===== config.mk =====
export PLATFORM = sky130hd
export DESIGN_NAME = cmp_frame_sequencer
export DESIGN_NICKNAME = d
export VERILOG_FILES = /design/src/rtl/cmp_frame_sequencer.sv
export SDC_FILE = /design/constraint.sdc
export NUM_CORES = 1
export LEC_CHECK = 0
export BUFFER_PORTS_ARGS = -buffer_cell sky130_fd_sc_hd__buf_2
export CORE_MARGIN = 5
export CORE_UTILIZATION = 50
export DETAILED_ROUTE_END_ITERATION = 7
export GPL_TIMING_DRIVEN = 0
export PLACE_DENSITY = 0.69
export RECOVER_POWER = 25
export SLEW_MARGIN = 5
export SYNTH_ARGS = -nofsm -noshare
export SYNTH_HDL_FRONTEND = slang
export SYNTH_SLANG_ARGS = --single-unit

===== constraint.sdc =====
create_clock -name shifting_clk -period 5.2 [get_ports shifting_clk]
set_clock_uncertainty 0.2 [all_clocks]
set_input_delay 0.52 -clock shifting_clk [delete_from_list [all_inputs] [get_ports shifting_clk]]
set_output_delay 0.52 -clock shifting_clk [all_outputs]
set_load 0.05 [all_outputs]

===== src/rtl/cmp_frame_sequencer.sv =====
// Anti-probe measurement frame sequencer in the shifting_clk domain.
// Emits sync preamble, settles swing drivers, packs comparator samples, closes with a trailer.
module cmp_frame_sequencer #(
    parameter logic [31:0] IDLE_WORD   = 32'h5A5A_5A5A,
    parameter logic [31:0] SYNC_WORD   = 32'hA5C3_3C5A,
    parameter int          SYNC_COUNT  = 4,
    parameter int          LEAD_CYCLES = 8,
    parameter int          FRAME_WORDS = 16
) (
    input  logic        shifting_clk,
    input  logic        reset,
    input  logic        start,
    input  logic        link_up,
    input  logic        cmp_ref,
    input  logic        cmp_s11,
    input  logic        cmp_s21,
    output logic [31:0] gth_data,
    output logic        word_valid,
    input  logic        word_ready,
    output logic        swing_en,
    output logic        triger,
    output logic        busy,
    output logic        frame_done,
    output logic [15:0] frame_cnt,
    output logic        overflow
);

    localparam logic [7:0]  SYNC_N    = 8'(SYNC_COUNT);
    localparam logic [7:0]  SYNC_LAST = 8'(SYNC_COUNT - 1);
    localparam logic [7:0]  LEAD_LAST = 8'(LEAD_CYCLES - 1);
    localparam logic [15:0] WORD_LAST = 16'(FRAME_WORDS - 1);

    typedef enum logic [2:0] {
        S_IDLE, S_SYNC, S_SETTLE, S_CAPTURE, S_TRAILER, S_DONE
    } state_t;

    typedef enum logic [1:0] {
        K_IDLE, K_SYNC, K_DATA, K_TRL
    } kind_t;

    state_t      state;
    state_t      state_nxt;
    kind_t       kind;
    kind_t       load_kind;
    logic [31:0] load_word;
    logic        load_en;
    logic        drop;
    logic        free;
    logic        accept;
    logic        sync_ack;
    logic        last_sample;
    logic        last_word;
    logic [7:0]  sync_loaded;
    logic [7:0]  sync_acked;
    logic [7:0]  lead_cnt;
    logic [3:0]  samp_idx;
    logic [15:0] word_idx;
    logic [29:0] pack;
    logic        pend;
    logic        pend_last;
    logic        trl_loaded;

    assign free        = !word_valid || word_ready;
    assign accept      = word_valid && word_ready;
    assign sync_ack    = accept && (kind == K_SYNC);
    assign last_sample = (samp_idx == 4'd9);
    assign last_word   = (word_idx == WORD_LAST);

    always_ff @(posedge shifting_clk or posedge reset) begin
        if (reset) state <= S_IDLE;
        else       state <= state_nxt;
    end

    always_comb begin
        state_nxt = state;
        busy      = (state != S_IDLE);
        swing_en  = 1'b0;
        unique case (state)
            S_IDLE: begin
                if (start && link_up) state_nxt = S_SYNC;
            end
            S_SYNC: begin
                swing_en = 1'b1;
                if (sync_ack && sync_acked == SYNC_LAST) state_nxt = S_SETTLE;
            end
            S_SETTLE: begin
                swing_en = 1'b1;
                if (lead_cnt == LEAD_LAST) state_nxt = S_CAPTURE;
            end
            S_CAPTURE: begin
                swing_en = 1'b1;
                if (last_sample && last_word) state_nxt = S_TRAILER;
            end
            S_TRAILER: begin
                if (accept && kind == K_TRL) state_nxt = S_DONE;
            end
            S_DONE: begin
                state_nxt = S_IDLE;
            end
            default: state_nxt = S_IDLE;
        endcase
        // Link loss abandons the frame from any active state.
        if (state != S_IDLE && !link_up) begin
            state_nxt = S_IDLE;
            swing_en  = 1'b0;
        end
    end

    always_comb begin
        load_en   = 1'b0;
        load_word = IDLE_WORD;
        load_kind = K_IDLE;
        drop      = 1'b0;
        if (state == S_IDLE) begin
            load_en = free;
        end else if (link_up) begin
            unique case (state)
                S_SYNC: begin
                    if (free && sync_loaded != SYNC_N) begin
                        load_en   = 1'b1;
                        load_word = SYNC_WORD;
                        load_kind = K_SYNC;
                    end
                end
                S_CAPTURE, S_TRAILER: begin
                    if (pend) begin
                        load_en   = free;
                        drop      = !free;
                        load_word = {(pend_last ? 2'b11 : 2'b01), pack};
                        load_kind = K_DATA;
                    end else if (state == S_TRAILER && !trl_loaded && free) begin
                        load_en   = 1'b1;
                        load_word = {2'b10, overflow, 13'b0, frame_cnt};
                        load_kind = K_TRL;
                    end
                end
                default: ;
            endcase
        end
    end

    always_ff @(posedge shifting_clk or posedge reset) begin
        if (reset) begin
            gth_data    <= IDLE_WORD;
            word_valid  <= 1'b0;
            kind        <= K_IDLE;
            pend        <= 1'b0;
            pend_last   <= 1'b0;
            pack        <= '0;
            sync_loaded <= '0;
            sync_acked  <= '0;
            lead_cnt    <= '0;
            samp_idx    <= '0;
            word_idx    <= '0;
            trl_loaded  <= 1'b0;
            triger      <= 1'b0;
            frame_done  <= 1'b0;
            frame_cnt   <= '0;
            overflow    <= 1'b0;
        end else begin
            if (load_en) begin
                gth_data   <= load_word;
                word_valid <= 1'b1;
                kind       <= load_kind;
            end else if (accept) begin
                word_valid <= 1'b0;
            end
            pend      <= (state == S_CAPTURE) && last_sample && link_up;
            pend_last <= last_word;
            // Shift in from the top so sample 0 lands in bits [2:0].
            if (state == S_CAPTURE) pack <= {cmp_s21, cmp_s11, cmp_ref, pack[29:3]};
            sync_loaded <= (state == S_SYNC) ? sync_loaded + 8'(load_en) : 8'd0;
            sync_acked  <= (state == S_SYNC) ? sync_acked + 8'(sync_ack) : 8'd0;
            lead_cnt    <= (state == S_SETTLE) ? lead_cnt + 8'd1 : 8'd0;
            if (state != S_CAPTURE) begin
                samp_idx <= '0;
                word_idx <= '0;
            end else if (last_sample) begin
                samp_idx <= '0;
                word_idx <= word_idx + 16'd1;
            end else begin
                samp_idx <= samp_idx + 4'd1;
            end
            trl_loaded <= (state == S_TRAILER) &&
                          (trl_loaded || (load_en && load_kind == K_TRL));
            triger     <= (state == S_SETTLE) && (state_nxt == S_CAPTURE);
            frame_done <= (state == S_TRAILER) && (state_nxt == S_DONE);
            if (state == S_DONE && link_up) frame_cnt <= frame_cnt + 16'd1;
            if (state == S_IDLE && state_nxt == S_SYNC) overflow <= 1'b0;
            else if (drop)                              overflow <= 1'b1;
        end
    end

endmodule


Word-level counts from Yosys, hierarchy flattened
Index checks and enable logic that the tools add are counted.
{"block": "classes", "n_addsub": 6, "n_eq_ne": 17, "mux": 43, "n_reduce_logical": 31}
{"op": "$mux W32", "n": 5}
{"op": "$pmux W32 S2", "n": 1}
{"op": "$add A16 B1 Y16 const B", "n": 2}
{"op": "$mux W16", "n": 2}
{"op": "$mux W8", "n": 3}
{"op": "$logic_and A1 B1 Y1", "n": 18}
{"op": "$mux W3", "n": 6}
{"op": "$add A8 B1 Y8", "n": 2}
{"op": "$eq A16 B4 Y1 const B", "n": 1}
{"op": "$mux W1", "n": 16}
{"op": "$pmux W3 S5", "n": 1}
{"op": "$mux W2", "n": 5}
{"op": "$eq A3 B2 Y1 const B", "n": 3}
{"op": "$eq A3 B3 Y1 const B", "n": 3}
{"op": "$add A8 B1 Y8 const B", "n": 1}
{"op": "$eq A8 B2 Y1 const B", "n": 1}
{"op": "$eq A8 B3 Y1 const B", "n": 1}
{"op": "$mux W4", "n": 2}
{"op": "$ne A8 B3 Y1 const B", "n": 1}
{"op": "$eq A3 B1 Y1 const B", "n": 2}
{"op": "$reduce_bool A2 Y1", "n": 3}
{"op": "$add A4 B1 Y4 const B", "n": 1}
{"op": "$eq A2 B2 Y1 const B", "n": 2}
{"op": "$eq A4 B4 Y1 const B", "n": 1}
{"op": "other kinds (10)", "n": 14}
{"block": "word_totals", "reg_bits": 134, "in_bits": 8, "out_inout_bits": 54, "word_cells": 114}

Longest topological paths before layout
Gate-level depths: netlist of run 1.
{"block": "logic_depth", "ltp_word": 12, "mapped_depth": 11, "ltp_nobuf": 8}

Worst setup path before layout of run 1
Ideal clock, no wire load.
{"block": "synth_timing", "path_kind": "in2out", "startpoint": "in link_up", "endpoint": "out swing_en", "t_arrival_ns": 1.930, "t_required_ns": 4.480, "setup_slack_ns": 2.550, "path_stages": 2, "n_path_buf": 1, "cell_sequence": "clkbuf_1 -> nor3b_1"}
{"block": "synth_via", "elab_chain_cells": 3}
{"item": "from (decl)", "line_no": "13", "text": "input logic link_up,"}
{"item": "$logic_not A1 Y1", "line_no": "103", "text": "if (state != S_IDLE && !link_up) begin"}
{"item": "$logic_and A1 B1 Y1", "line_no": "103"}
{"item": "$mux W1", "line_no": "103"}
{"item": "to (decl)", "line_no": "20", "text": "output logic swing_en,"}
Every way passes these cells.

Worst setup path after layout of run 1
{"block": "layout_timing", "startpoint": "reg sync_loaded[4]", "endpoint": "reg sync_loaded[4]"}
{"block": "layout_via", "elab_chain_cells": 8}
{"item": "from (decl)", "line_no": "53", "text": "logic [7:0] sync_loaded;"}
{"item": "from (signal assigned)", "line_no": "172", "text": "sync_loaded <= (state == S_SYNC) ? sync_loaded + 8'(load_en) : 8'd0;"}
{"item": "$ne A8 B3 Y1", "line_no": "119", "text": "if (free && sync_loaded != SYNC_N) begin"}
{"item": "$logic_and A1 B1 Y1", "line_no": "119"}
{"item": "$mux W1", "line_no": "119"}
{"item": "$pmux W1 S2", "line_no": "117", "text": "unique case (state)"}
{"item": "$mux W1", "line_no": "116", "text": "end else if (link_up) begin"}
{"item": "$mux W1", "line_no": "114", "text": "if (state == S_IDLE) begin"}
{"item": "$add A8 B1 Y8 *", "line_no": "172"}
{"item": "$mux W8 *", "line_no": "172"}
Every way passes the cells marked *; elsewhere a longest branch is shown, timed or not.
A chain may end at the register's enable or synchronous reset.

==> metrics.md, run 1 <==
| Metric | Value |
|---|---|
| Status | `finished with violations` |
| Failing checks | `capacitance limit, slew limit` |
| Int Pwr | `0.00220 W` |
| Commonest cells after routing, fill and taps aside | `135 x nand2_1, 118 x dfrtp_1, 63 x buf_2` |
| Vias per cell | `5.54` |
| Maximum number of pins on one net before global-route repair | `81` |
| Core ar. | `between 10,000 and 15,000 um^2` |
| Data arrival, critical path | `3.09 ns` |
| Worst-path fanout max | `10` |
| R2R setup slack | `around 2.2 ns` |
| Grt met2 use | `0.316` |
| Dpl cells | `823` |
| Post-DRT Antenna Nets | `0` |
| Slew Limit Fails | `55` |
| Worst skew pair latency | `0.43 ns` |
| Vias | `4,739` |
| Critical R2R Launch | `sync_loaded[4]` |
| Die Area | `14,400 um^2` |
| Worst Hold Launch | `cmp_ref` |
| Peak Freq | `334 MHz` |
| Root buf cell | `clkbuf_16` |
| MaxCap Viol Count | `1` |
| Leading area contributor after synthesis | `dfrtp_1` |
| Share of total power in the clock network | `0.338` |
| Ys async rst share | `1.00` |
| # diodes | `0` |
| RSZ-0062 raised after global routing | `no` |
| H-tree depth | `4` |
| Starting Density | `0.506` |
| Count of cell types in the netlist | `between 50 and 60` |
| Crit path kind | `reg -> reg` |
| FF+latch count, synth | `134` |
| Part of the power in registers | `0.382` |
| Syn_nets | `630` |
| Starting DRT DRC Count | `389` |
| Sw frac | `0.366` |
| Drt wl/cell | `16.6 um` |
| Mean Syn Cell Area | `9.82 um^2` |
| Die width | `120 um` |
| Layer with the highest usage | `met2` |
| CP endpoint kind | `flop` |
| Max incr delay on CP | `0.45 ns` |
| Maximum vdd drop | `0.000283 V` |
| Yosys warnings | `0` |
| Met3 GRT Util | `0.0523` |
| # DRC | `0` |
| Die H | `120 um` |
| Gpl congestion | `between 0.8 and 0.9` |
| Clock tree buffer depth | `2` |
| Final WL | `about 14,000 um` |
| Hpwl dp | `10,000 um` |
| Gr usage total | `0.214` |
| Clock-pin slew of the registers on the worst-case setup and hold paths | `approximately 0.050 ns` |
| Vias in the first global route | `between 4,000 and 5,000` |
| Tot Pwr | `0.00347 W` |
| Gates resized, CTS repair | `0` |
| Reg2Reg Capture Point | `sync_loaded[4]` |
| Clock sink total | `around 130` |
| Worst path required time | `5.30 ns` |
| CP bufs+invs | `2` |
| FP Rows | `40` |
| Worst reg-to-reg path cell count | `10` |
| IO Count | `62` |
| Critical Path Source | `sync_loaded[4]` |
| Postcts setup bufs | `0` |
| Tmin final | `2.99 ns` |
| Crit path max-delay family | `simple AND/OR/NAND/NOR gates` |
| Cell Count, Final, Fillers Out | `856` |
| CTS tree | `built` |
| Sw Pwr | `0.00127 W` |
| Top post-synthesis cells by area | `dfrtp_1 49%, nand2_1 8.4%, dfstp_2 7.0%, nor2_1 3.9%, xnor2_1 3.5%` |
| Commonest non-fill, non-tap cell in the layout | `nand2_1` |
| Grt ovf | `0` |
| Port buffer count | `61` |
| Nets | `712` |
| CTS buffer count | `17` |
| Crit start category | `flop` |
| Yosys top cell area share | `0.490` |
| Lkg Pwr | `3.35 nW` |
| Combinational share of power | `0.279` |
| Worst Setup EP | `sync_loaded[4]` |
| Hold crit path type | `in -> reg` |
| Slew at the pin closest to its max-slew limit | `around 2.5 ns` |
| Drt pass-1 iters | `4` |
| Worst rel slew slack | `-0.667` |
| Crit. path cell count | `10` |
| Cts hold-fix bufs | `1` |
| Synth Flop Type | `dfrtp_1` |
| Pwr dens | `487 nW/um^2` |
| Final setup viols | `0` |
| Syn Std Cell Area | `6030 um^2` |
| GRT met1 Usage | `0.303` |
| Critical-path cell list | `nor4_2 -> a21oi_1 -> o31ai_2 -> buf_2 -> buf_2 -> nor2_1 -> ha_1 -> nand3_1 -> xor2_1 -> nor2_1` |
| Share of cells above drive strength 1 | `0.169` |
| Initial antenna violation count | `0` |
| First-pass GRT wire length | `24,100 um` |
| Seq/Total Area, Yosys | `0.559` |
| Area grow syn2layout | `18.2%` |
| Fin crit share | `0.576` |
| Post-synth EDFFs | `0` |
| Slowest-stage cell, CP | `nor4_2` |
| Syn Inst Count | `614` |
| Hold depth | `3` |
| Hold Vio Cnt, Final | `0` |
per-layer routing:
layer  vias to the layer above  wire (um)
li1                       2271          -
met1                      2346       6760
met2                        98       6450
met3                        24        653
met4                         0        331
met5                         -          0
cell families after synthesis:
group                      synth area share
and+or+nand+nor                       0.234
DFF                                   0.559
AOI/OAI and AO/OA                    0.0962
xor gates and xnor gates             0.0653
buffers and inverters                0.0249
adders and majority gates            0.0166
muxes                               0.00353
state kept, by name, indices dropped and copies added (netlist names):
signal	cells
word_valid	1
sync_loaded	8
sync_acked	8
lead_cnt	8
triger	1
trl_loaded	1
state	3
frame_done	1
samp_idx	4
kind	2
pend_last	1
frame_cnt	16
overflow	1
pack	30
pend	1
gth_data	32
word_idx	16
worst min-delay path by stage:
stage | endpoint | slack (ns)
global route | pack[27] | 0.09
floorplan | lead_cnt[0] | 0.23
finish | pack[27] | 0.1
detailed placement | lead_cnt[0] | 0.25
CTS | pack[27] | 0.08
global placement | lead_cnt[0] | 0.24
final cells by class:
type | count | area, um^2
buffer | 27 | 115
clock buffer | 23 | 478
clock inverter | 9 | 100
fill | 1016 | 4780
inverter | 9 | 35.0
multi-input combinational | 444 | 2510
sequential | 134 | 3370
tap | 147 | 184
timing repair buffer | 63 | 335
power by group through the flow:
stage	logic (W)	clock network (W)	registers, W
finish	0.000970	0.00117	0.00133
CTS	0.000981	0.00119	0.00133
detailed placement	0.000977	0	0.00134
floorplan	0.000362	0	0.00170
global route	0.00105	0.00125	0.00135
global placement	0.000961	0	0.00134
cell usage after synthesis (all sizes together) (4+ instances only):
cell type,count
nand2,135
dfrtp,118
nor2,62
o21ai,28
nand3,25
xnor2,24
a21oi,21
xor2,21
clkbuf,16
dfstp,16
buf,11
nand4,11
and3,10
inv,9
ha,8
nor4,8
or3,8
and2,6
o22a,6
o22ai,6
a221oi,5
and4,5
nor2b,5
o211ai,5
nor3,4
o21a,4
worst register-to-register path: stages, from the launching register on:
cell and delay, ns:
dfrtp_1 0.41, nor4_2 0.45, a21oi_1 0.18, o31ai_2 0.40, buf_2 0.31, buf_2 0.29
nor2_1 0.07, ha_1 0.23, nand3_1 0.12, xor2_1 0.15, nor2_1 0.05
per-stage QoR:
stage | util | setup WS (ns) | hold WS (ns) | instance area (um^2) | TNS, ns
finish | 0.599 | 2.21 | 0.0953 | 7130 | 0
global route | 0.599 | 2.03 | 0.0936 | 7130 | 0
CTS | 0.600 | 2.23 | 0.0837 | 7140 | 0
detailed placement | 0.550 | 2.25 | 0.250 | 6550 | 0
global placement | 0.547 | -0.545 | 0.241 | 6520 | -63.33
floorplan | - | 0.924 | 0.225 | 6030 | 0
No activity file was read; power rests on OpenSTA's default activity.
==> run 2, diff against run 1 <==
- ABC_AREA: default -> 1
- PLACE_DENSITY: 0.69 -> 0.72
- clock period: 5.2 -> 2.4 ns (I/O delays scaled with it)
==> run 2 against run 1 <==
Effect of this change:
- the run now ends clean
- synthesized cell count grew 15%
- critical path depth grew 6
- combinational power grew 120%
- worst hold slack gained 0.14 ns
- total power grew 110%
- wire length grew 6.4%
- via count grew 11%
- design area grew 5.3%
- sequential power grew 110%
- non-clock buffer count grew 13
- clock power grew 120%
- largest cell class unchanged
- highest routed layer unchanged
==> metrics.md, run 2 <==
| Metric | Value |
|---|---|
| Data arrival, critical path | `2.45 ns (was 3.09 ns)` |
| CP endpoint kind | `flop (unchanged)` |
| Most numerous cell in the Yosys netlist | `nand2_1 (unchanged)` |
| Dpl cells | `915 (was 823)` |
| Post-DRT Antenna Nets | `0 (unchanged)` |
| Core ar. | `12,000 um^2 (was 11,900 um^2)` |
| Top post-synthesis cells by area | `dfrtp_1 49%, nand2_1 11%, dfstp_2 6.9%, nor2_1 4.8%, o21ai_0 4.4% (was dfrtp_1 49%, nand2_1 8.4%, dfstp_2 7.0%, nor2_1 3.9%, xnor2_1 3.5%)` |
| Gr usage total | `0.216 (was 0.214)` |
| Peak Freq | `433 MHz (was 334 MHz)` |
| Drt pass-1 iters | `5 (was 4)` |
| Layer with the highest usage | `met2 (unchanged)` |
| R2R setup slack | `0.09 ns (was 2.21 ns)` |
| Nets | `824 (was 712)` |
| Port buffer count | `61 (unchanged)` |
| Slew at the pin closest to its max-slew limit | `1.38 ns (was 2.49 ns)` |
| Cell Count, Final, Fillers Out | `968 (was 856)` |
| Maximum vdd drop | `0.000977 V (was 0.000283 V)` |
| Clock tree buffer depth | `2 (unchanged)` |
| Yosys top cell area share | `0.486 (was 0.490)` |
| FF+latch count, synth | `134 (unchanged)` |
| Maximum number of pins on one net before global-route repair | `39 (was 81)` |
| Commonest cells after routing, fill and taps aside | `170 x nand2_1, 115 x dfrtp_1, 73 x nor2_1 (was 135 x nand2_1, 118 x dfrtp_1, 63 x buf_2)` |
| Initial antenna violation count | `0 (unchanged)` |
| Die width | `120 um (about the same)` |
| Hold Vio Cnt, Final | `0 (unchanged)` |
| Fin crit share | `0.963 (was 0.576)` |
| Sw Pwr | `0.00272 W (was 0.00127 W)` |
| Ys async rst share | `1.00 (unchanged)` |
| FP Rows | `40 (unchanged)` |
| Drt wl/cell | `15.6 um (was 16.6 um)` |
| Clock-pin slew of the registers on the worst-case setup and hold paths | `0.06 ns (was 0.05 ns)` |
| H-tree depth | `4 (unchanged)` |
| CTS buffer count | `17 (unchanged)` |
| Count of cell types in the netlist | `40 (was 57)` |
| Worst skew pair latency | `0.43 ns (about the same)` |
| Starting DRT DRC Count | `429 (was 389)` |
| Seq/Total Area, Yosys | `0.555 (was 0.559)` |
| Top reg by flops | `gth_data (unchanged)` |
| Die H | `120 um (about the same)` |
| Starting Density | `0.508 (was 0.506)` |
| Die Area | `14,500 um^2 (was 14,400 um^2)` |
| Slew Limit Fails | `0 (was 55)` |
| Crit start category | `flop (unchanged)` |
| Placed instance area | `6630 um^2 (was 6550 um^2)` |
| Crit path kind | `reg -> reg (unchanged)` |
| GRT met1 Usage | `0.277 (was 0.303)` |
| Part of the power in registers | `0.368 (was 0.382)` |
| Worst path required time | `2.54 ns (was 5.30 ns)` |
| Tmin final | `2.31 ns (was 2.99 ns)` |
| Worst Hold Slack | `0.234 ns (was 0.0953 ns)` |
| Share of total power in the clock network | `0.345 (was 0.338)` |
| Leading cell types by count after synthesis | `176 x nand2_1, 118 x dfrtp_1, 77 x nor2_1 (was 135 x nand2_1, 118 x dfrtp_1, 62 x nor2_1)` |
| Final WL | `15,100 um (was 14,200 um)` |
| Lkg Pwr | `3.61 nW (was 3.35 nW)` |
| Final setup viols | `0 (unchanged)` |
| IO Count | `62 (unchanged)` |
| Grt met2 use | `0.353 (was 0.316)` |
| Max reg flops | `32 (unchanged)` |
| MaxCap Viol Count | `0 (was 1)` |
| Met3 GRT Util | `0.0627 (was 0.0523)` |
| Vias in the first global route | `5,194 (was 4,722)` |
| Post-synth EDFFs | `0 (unchanged)` |
| Top Registers | `gth_data: 32 flops, pack: 30 flops (unchanged)` |
| Syn_nets | `720 (was 630)` |
| Clock sink total | `134 (unchanged)` |
| Leading area contributor after synthesis | `dfrtp_1 (unchanged)` |
| Hold crit path type | `in -> reg (unchanged)` |
| Status | `finished, final reports clean (was finished with violations)` |
| Vias per cell | `5.45 (was 5.54)` |
| Root buf cell | `clkbuf_16 (unchanged)` |
| Int Pwr | `0.00468 W (was 0.00220 W)` |
| Vias | `5,272 (was 4,739)` |
| Worst rel slew slack | `0.0762 (was -0.667)` |
| Synth Flop Type | `dfrtp_1 (unchanged)` |
| Syn Std Cell Area | `6080 um^2 (was 6030 um^2)` |
| Fin area | `7510 um^2 (was 7130 um^2)` |
| Hpwl dp | `10,400 um (was 10,000 um)` |
| Syn Inst Count | `704 (was 614)` |
| Yosys warnings | `0 (unchanged)` |
| Tot Pwr | `0.00741 W (was 0.00347 W)` |
| Gpl congestion | `0.935 (was 0.827)` |
| Sw frac | `0.368 (was 0.366)` |
| Mean Syn Cell Area | `8.64 um^2 (was 9.82 um^2)` |
| Total negative slack | `0 ns (unchanged)` |
| Pwr dens | `987 nW/um^2 (was 487 nW/um^2)` |
| Worst-path fanout max | `5 (was 10)` |
| Area grow syn2layout | `23.5% (was 18.2%)` |
| CTS tree | `built (unchanged)` |
| Share of cells above drive strength 1 | `0.206 (was 0.169)` |
| # diodes | `0 (unchanged)` |
| Combinational share of power | `0.287 (was 0.279)` |
| # DRC | `0 (unchanged)` |
| Commonest non-fill, non-tap cell in the layout | `nand2_1 (unchanged)` |
| Grt ovf | `0 (unchanged)` |
| First-pass GRT wire length | `24,800 um (was 24,100 um)` |
-- run 2: cell types whose count changed after synthesis, sizes merged, moves of 6 or more --
cell   change
inv       +63
or3        -8
nand3      +8
a31oi     +11
nor2      +18
xor2       -8
nand2     +43
xnor2     -20
nor3      +21
and3       -9
and2       -6
a21oi      +7
o21ai     +27
o22a       -6
-- run 2: through the flow --
step / worst slack, ns / utilization
2_1_floorplan: 0.119 / -
4_1_cts: 0.00588 / 0.617
3_5_place_dp: -0.302 / 0.554
3_3_place_gp: -0.476 / 0.549
5_1_grt: -0.0457 / 0.628
6_report: 0.0895 / 0.628
-- run 2: kinds of logic after synthesis --
kind of cell	synth area share
flops	0.555
xor+xnor	0.0245
mux	0.00185
buf+inv	0.0599
fa+ha+maj	0.0165
simple gates	0.239
compound gates	0.104
-- run 2: path summary, 6_finish.rpt --
check,to,startpoint,depth (start not counted)
max reg2reg,sync_loaded[6],state[1],16
max,sync_loaded[6],state[1],16
min,state[0],start,7
min reg2reg,gth_data[30],gth_data[30],2
max in group asynchronous,gth_data[30],reset,4
min in group asynchronous,sync_loaded[5],reset,3
-- run 2: area by class of cell --
class	instances	area, um^2
clock buffer	19	453
clock inverter	13	130
timing repair buffer	86	523
multi-input combinational	479	2470
sequential	134	3380
inverter	73	283
buffer	17	86.3
fill	974	4450
tap	147	184
-- run 2: repair_timing --
| item | CTS | global route |
|---|---|---|
| buffers inserted | 6 | 9 |
| pin swaps | 5 | 11 |
| gates resized for setup | 15 | 23 |
| endpoints found under the hold margin | 33 | 0 |
| setup endpoints to repair | 4 | 13 |
| hold buffers | 7 | 0 |
-- run 2: per-layer routing --
layer  vias to the layer above  part of all wire
li1                       2530                 -
met1                      2543              0.43
met2                       172              0.49
met3                        27             0.057
met4                         0             0.021
met5                         -                 0
-- run 2: worst max-delay path, stage by stage (launching register included) --
cell,delay [ns]
dfrtp_2,0.45
inv_2,0.10
nand2_4,0.07
nor2_4,0.14
nand2_2,0.09
nand2_4,0.07
nand2_2,0.07
nand2_4,0.09
nand2_2,0.07
nand2_4,0.08
clkinv_4,0.07
nor2_4,0.13
ha_4,0.16
nand2_4,0.06
nor2_4,0.12
a21oi_2,0.06
a211oi_2,0.20
-- run 2: power by group through the flow --
stage | combinational [W] | sequential, W | clock (W)
4_1_cts | 0.00204 | 0.00272 | 0.00259
5_1_grt | 0.00228 | 0.00276 | 0.00269
3_5_place_dp | 0.00194 | 0.00276 | 0
3_3_place_gp | 0.00190 | 0.00275 | 0
2_1_floorplan | 0.000747 | 0.00344 | 0
6_report | 0.00213 | 0.00273 | 0.00255
==> run 3, diff against run 2 <==
- BUFFER_PORTS_ARGS: -buffer_cell sky130_fd_sc_hd__buf_2 -> -buffer_cell sky130_fd_sc_hd__clkbuf_2
==> run 3 against run 2 <==
Effect of this change:
- sequential share of layout area up 0.34 points
- design area down 0.75%
- final cell count down 0.31%
- first-iteration DRC count down 4.4%
- via count down 1.0%
- sequential power about the same
- flip-flop and latch count unchanged
- critical path depth unchanged
- utilization down 0.47 points
- clock power up 5%
- total power up 1.2%
- critical endpoint unchanged
==> metrics.md, run 3 (synthesized netlist as in run 2, its figures left out) <==
| Metric | Value |
|---|---|
| Initial antenna violation count | `0 (unchanged)` |
| Slew at the pin closest to its max-slew limit | `1.33 ns (was 1.38 ns)` |
| Nets | `821 (was 824)` |
| Max reg flops | `32 (unchanged)` |
| Critical Path Source | `state[1] (unchanged)` |
| Grt ovf | `0 (unchanged)` |
| Data arrival, critical path | `2.48 ns (was 2.45 ns)` |
| First-pass GRT wire length | `24,200 um (was 24,800 um)` |
| Pwr dens | `1010 nW/um^2 (was 987 nW/um^2)` |
| Maximum vdd drop | `0.000907 V (was 0.000977 V)` |
| RSZ-0062 raised after global routing | `yes` |
| CP bufs+invs | `2 (unchanged)` |
| Core ar. | `12,000 um^2 (unchanged)` |
| Fin crit share | `0.983 (was 0.963)` |
| Vias | `5,217 (was 5,272)` |
| Vias per cell | `5.41 (was 5.45)` |
| Crit. path cell count | `16 (unchanged)` |
| CTS tree | `built (unchanged)` |
| Hold crit path type | `in -> reg (unchanged)` |
| Gr usage total | `0.209 (was 0.216)` |
| Top Registers | `gth_data: 32 flops, pack: 30 flops (unchanged)` |
| # diodes | `0 (unchanged)` |
| Maximum number of pins on one net before global-route repair | `39 (unchanged)` |
| Tmin final | `2.36 ns (was 2.31 ns)` |
| Reg2Reg Capture Point | `sync_loaded[6] (unchanged)` |
| Register Area | `3380 um^2 (unchanged)` |
| R2R setup slack | `0.04 ns (was 0.09 ns)` |
| Worst Hold Slack | `0.0861 ns (was 0.234 ns)` |
| Cell mode on critical path | `nand2_2 (was nand2_4)` |
| Die Area | `14,500 um^2 (unchanged)` |
| MaxCap Viol Count | `0 (unchanged)` |
| Clock sink total | `134 (unchanged)` |
| Lkg Pwr | `3.59 nW (was 3.61 nW)` |
| Starting Density | `0.508 (unchanged)` |
| Crit path max-delay family | `simple AND/OR/NAND/NOR gates (unchanged)` |
| Slew Limit Fails | `0 (unchanged)` |
| Critical R2R Launch | `state[1] (unchanged)` |
| # DRC | `0 (unchanged)` |
| FP Rows | `40 (unchanged)` |
| Post-DRT Antenna Nets | `0 (unchanged)` |
| Die H | `120 um (unchanged)` |
| Final-layout fill cell count | `981 (was 974)` |
| Worst Setup EP | `sync_loaded[6] (unchanged)` |
| Final setup viols | `0 (unchanged)` |
| Vias in the first global route | `5,000 (was 5,194)` |
| Gpl congestion | `0.928 (was 0.935)` |
| Critical-path cell list | `inv_2 -> nand2_2 -> nor2_4 -> nand2_1 -> nand2_2 -> nand2_1 -> nand2_2 -> nand2_1 -> nand2_2 -> clkinv_4 -> nor2_4 -> ha_4 -> nand2_4 -> nor2_4 -> a21oi_1 -> a211oi_1 (was inv_2 -> nand2_4 -> nor2_4 -> nand2_2 -> nand2_4 -> nand2_2 -> nand2_4 -> nand2_2 -> nand2_4 -> clkinv_4 -> nor2_4 -> ha_4 -> nand2_4 -> nor2_4 -> a21oi_2 -> a211oi_2)` |
| Clock tree buffer depth | `2 (unchanged)` |
| Root buf cell | `clkbuf_16 (unchanged)` |
| H-tree depth | `4 (unchanged)` |
| Commonest non-fill, non-tap cell in the layout | `nand2_1 (unchanged)` |
| Worst rel slew slack | `0.106 (was 0.0762)` |
| Drt pass-1 iters | `5 (unchanged)` |
| Hpwl dp | `10,400 um (about the same)` |
| CP endpoint kind | `flop (unchanged)` |
| Worst-path fanout max | `5 (unchanged)` |
| Crit start category | `flop (unchanged)` |
| Tot Pwr | `0.00749 W (was 0.00741 W)` |
| Top reg by flops | `gth_data (unchanged)` |
| Max incr delay on CP | `0.46 ns (was 0.45 ns)` |
| Crit path kind | `reg -> reg (unchanged)` |
| Drt wl/cell | `15.3 um (was 15.6 um)` |
| IO Count | `62 (unchanged)` |
| Hold Vio Cnt, Final | `0 (unchanged)` |
| Worst reg-to-reg path cell count | `16 (unchanged)` |
| Die width | `120 um (unchanged)` |
| Worst path required time | `2.52 ns (was 2.54 ns)` |
| Multi-input logic area | `2420 um^2 (was 2470 um^2)` |
| Starting DRT DRC Count | `410 (was 429)` |
| Share of cells above drive strength 1 | `0.196 (was 0.206)` |
| Status | `finished, final reports clean (unchanged)` |
| Port buffer count | `61 (unchanged)` |
| CTS buffer count | `17 (unchanged)` |
| Worst skew pair latency | `0.42 ns (was 0.43 ns)` |
| Peak Freq | `424 MHz (was 433 MHz)` |
| Area grow syn2layout | `22.6% (was 23.5%)` |
| Slowest-stage cell, CP | `dfrtp_2 (unchanged)` |
| Commonest cells after routing, fill and taps aside | `173 x nand2_1, 115 x dfrtp_1, 74 x nor2_1 (was 170 x nand2_1, 115 x dfrtp_1, 73 x nor2_1)` |
| Final WL | `14,800 um (was 15,100 um)` |
| Clock-pin slew of the registers on the worst-case setup and hold paths | `0.06 ns (about the same)` |
==> run 3: cell count changes in the layout (fill, tap and decap cells not counted), moves of 2 or more <==
cell / before / now
nand2_4: 5 / 1
clkinv_4: 2 / 4
clkinv_2: 6 / 4
nand2_1: 170 / 173
clkbuf_2: 0 / 61
buf_4: 16 / 13
buf_2: 64 / 3
==> run 3: cell type report <==
class | instances | area share
Timing Repair Buffer | 83 | 0.0655
Inverter | 73 | 0.0376
Sequential cell | 134 | 0.453
Tap cell | 147 | 0.0247
Multi-Input combinational cell | 479 | 0.324
Clock inverter | 12 | 0.0203
Clock buffer | 20 | 0.0626
Buffer | 17 | 0.0116
==> run 3: worst min path at each step <==
stage | startpoint | end | slack, ns | cells after the start
final | word_ready | word_valid | 0.09 | 4
after global routing | word_ready | word_valid | 0.13 | 4
after CTS | word_ready | word_valid | 0.06 | 4
after detailed placement | reset | gth_data[0] | 0.19 | 2
after global placement | cmp_s11 | pack[28] | 0.24 | 3
after floorplan | cmp_ref | pack[27] | 0.15 | 2
==> run 3: per-layer routing <==
layer  wire length, um  GRT usage
met1              6660      0.282
met4               161     0.0581
met3               720     0.0482
met2              7270      0.342
met5                 0          0
==> run 3: repair_timing <==
item | in CTS | in global routing
hold buffers | 7 | 0
endpoints found under the hold margin | 33 | 0
setup endpoints to repair | 4 | 7
pin swaps | 3 | 9
gates resized for setup | 15 | 10
buffers inserted | 1 | 11
==> run 3: worst reg2reg max path, delay by kind of cell, from the launching register on <==
family,cells,cell delay [ns]
DFF,1,0.46
buffers and inverters,2,0.15
adders and majority gates,1,0.16
and+or+nand+nor,11,1.01
AOI/OAI and AO/OA,2,0.29
==> run 3: metrics by stage <==
| stage | std cells | setup TNS, ns | util | cell area, um^2 | setup slack, ns |
|---|---|---|---|---|---|
| after floorplan | 704 | 0 | - | 6080 | 0.119 |
| after global placement | 912 | -54.57 | 0.549 | 6570 | -0.469 |
| after detailed placement | 915 | -0.326 | 0.554 | 6630 | -0.243 |
| after CTS | 954 | 0 | 0.616 | 7370 | 0.0220 |
| after global routing | 965 | -0.0810 | 0.623 | 7450 | -0.0557 |
| final | 965 | 0 | 0.623 | 7450 | 0.0399 |
==> run 3: power breakdown <==
group	leakage [nW]	switching (W)	internal [W]
sequential	1.77	0.000165	0.00257
combinational	1.52	0.00156	0.000528
clock	0.302	0.000963	0.00171
total	3.59	0.00269	0.00481
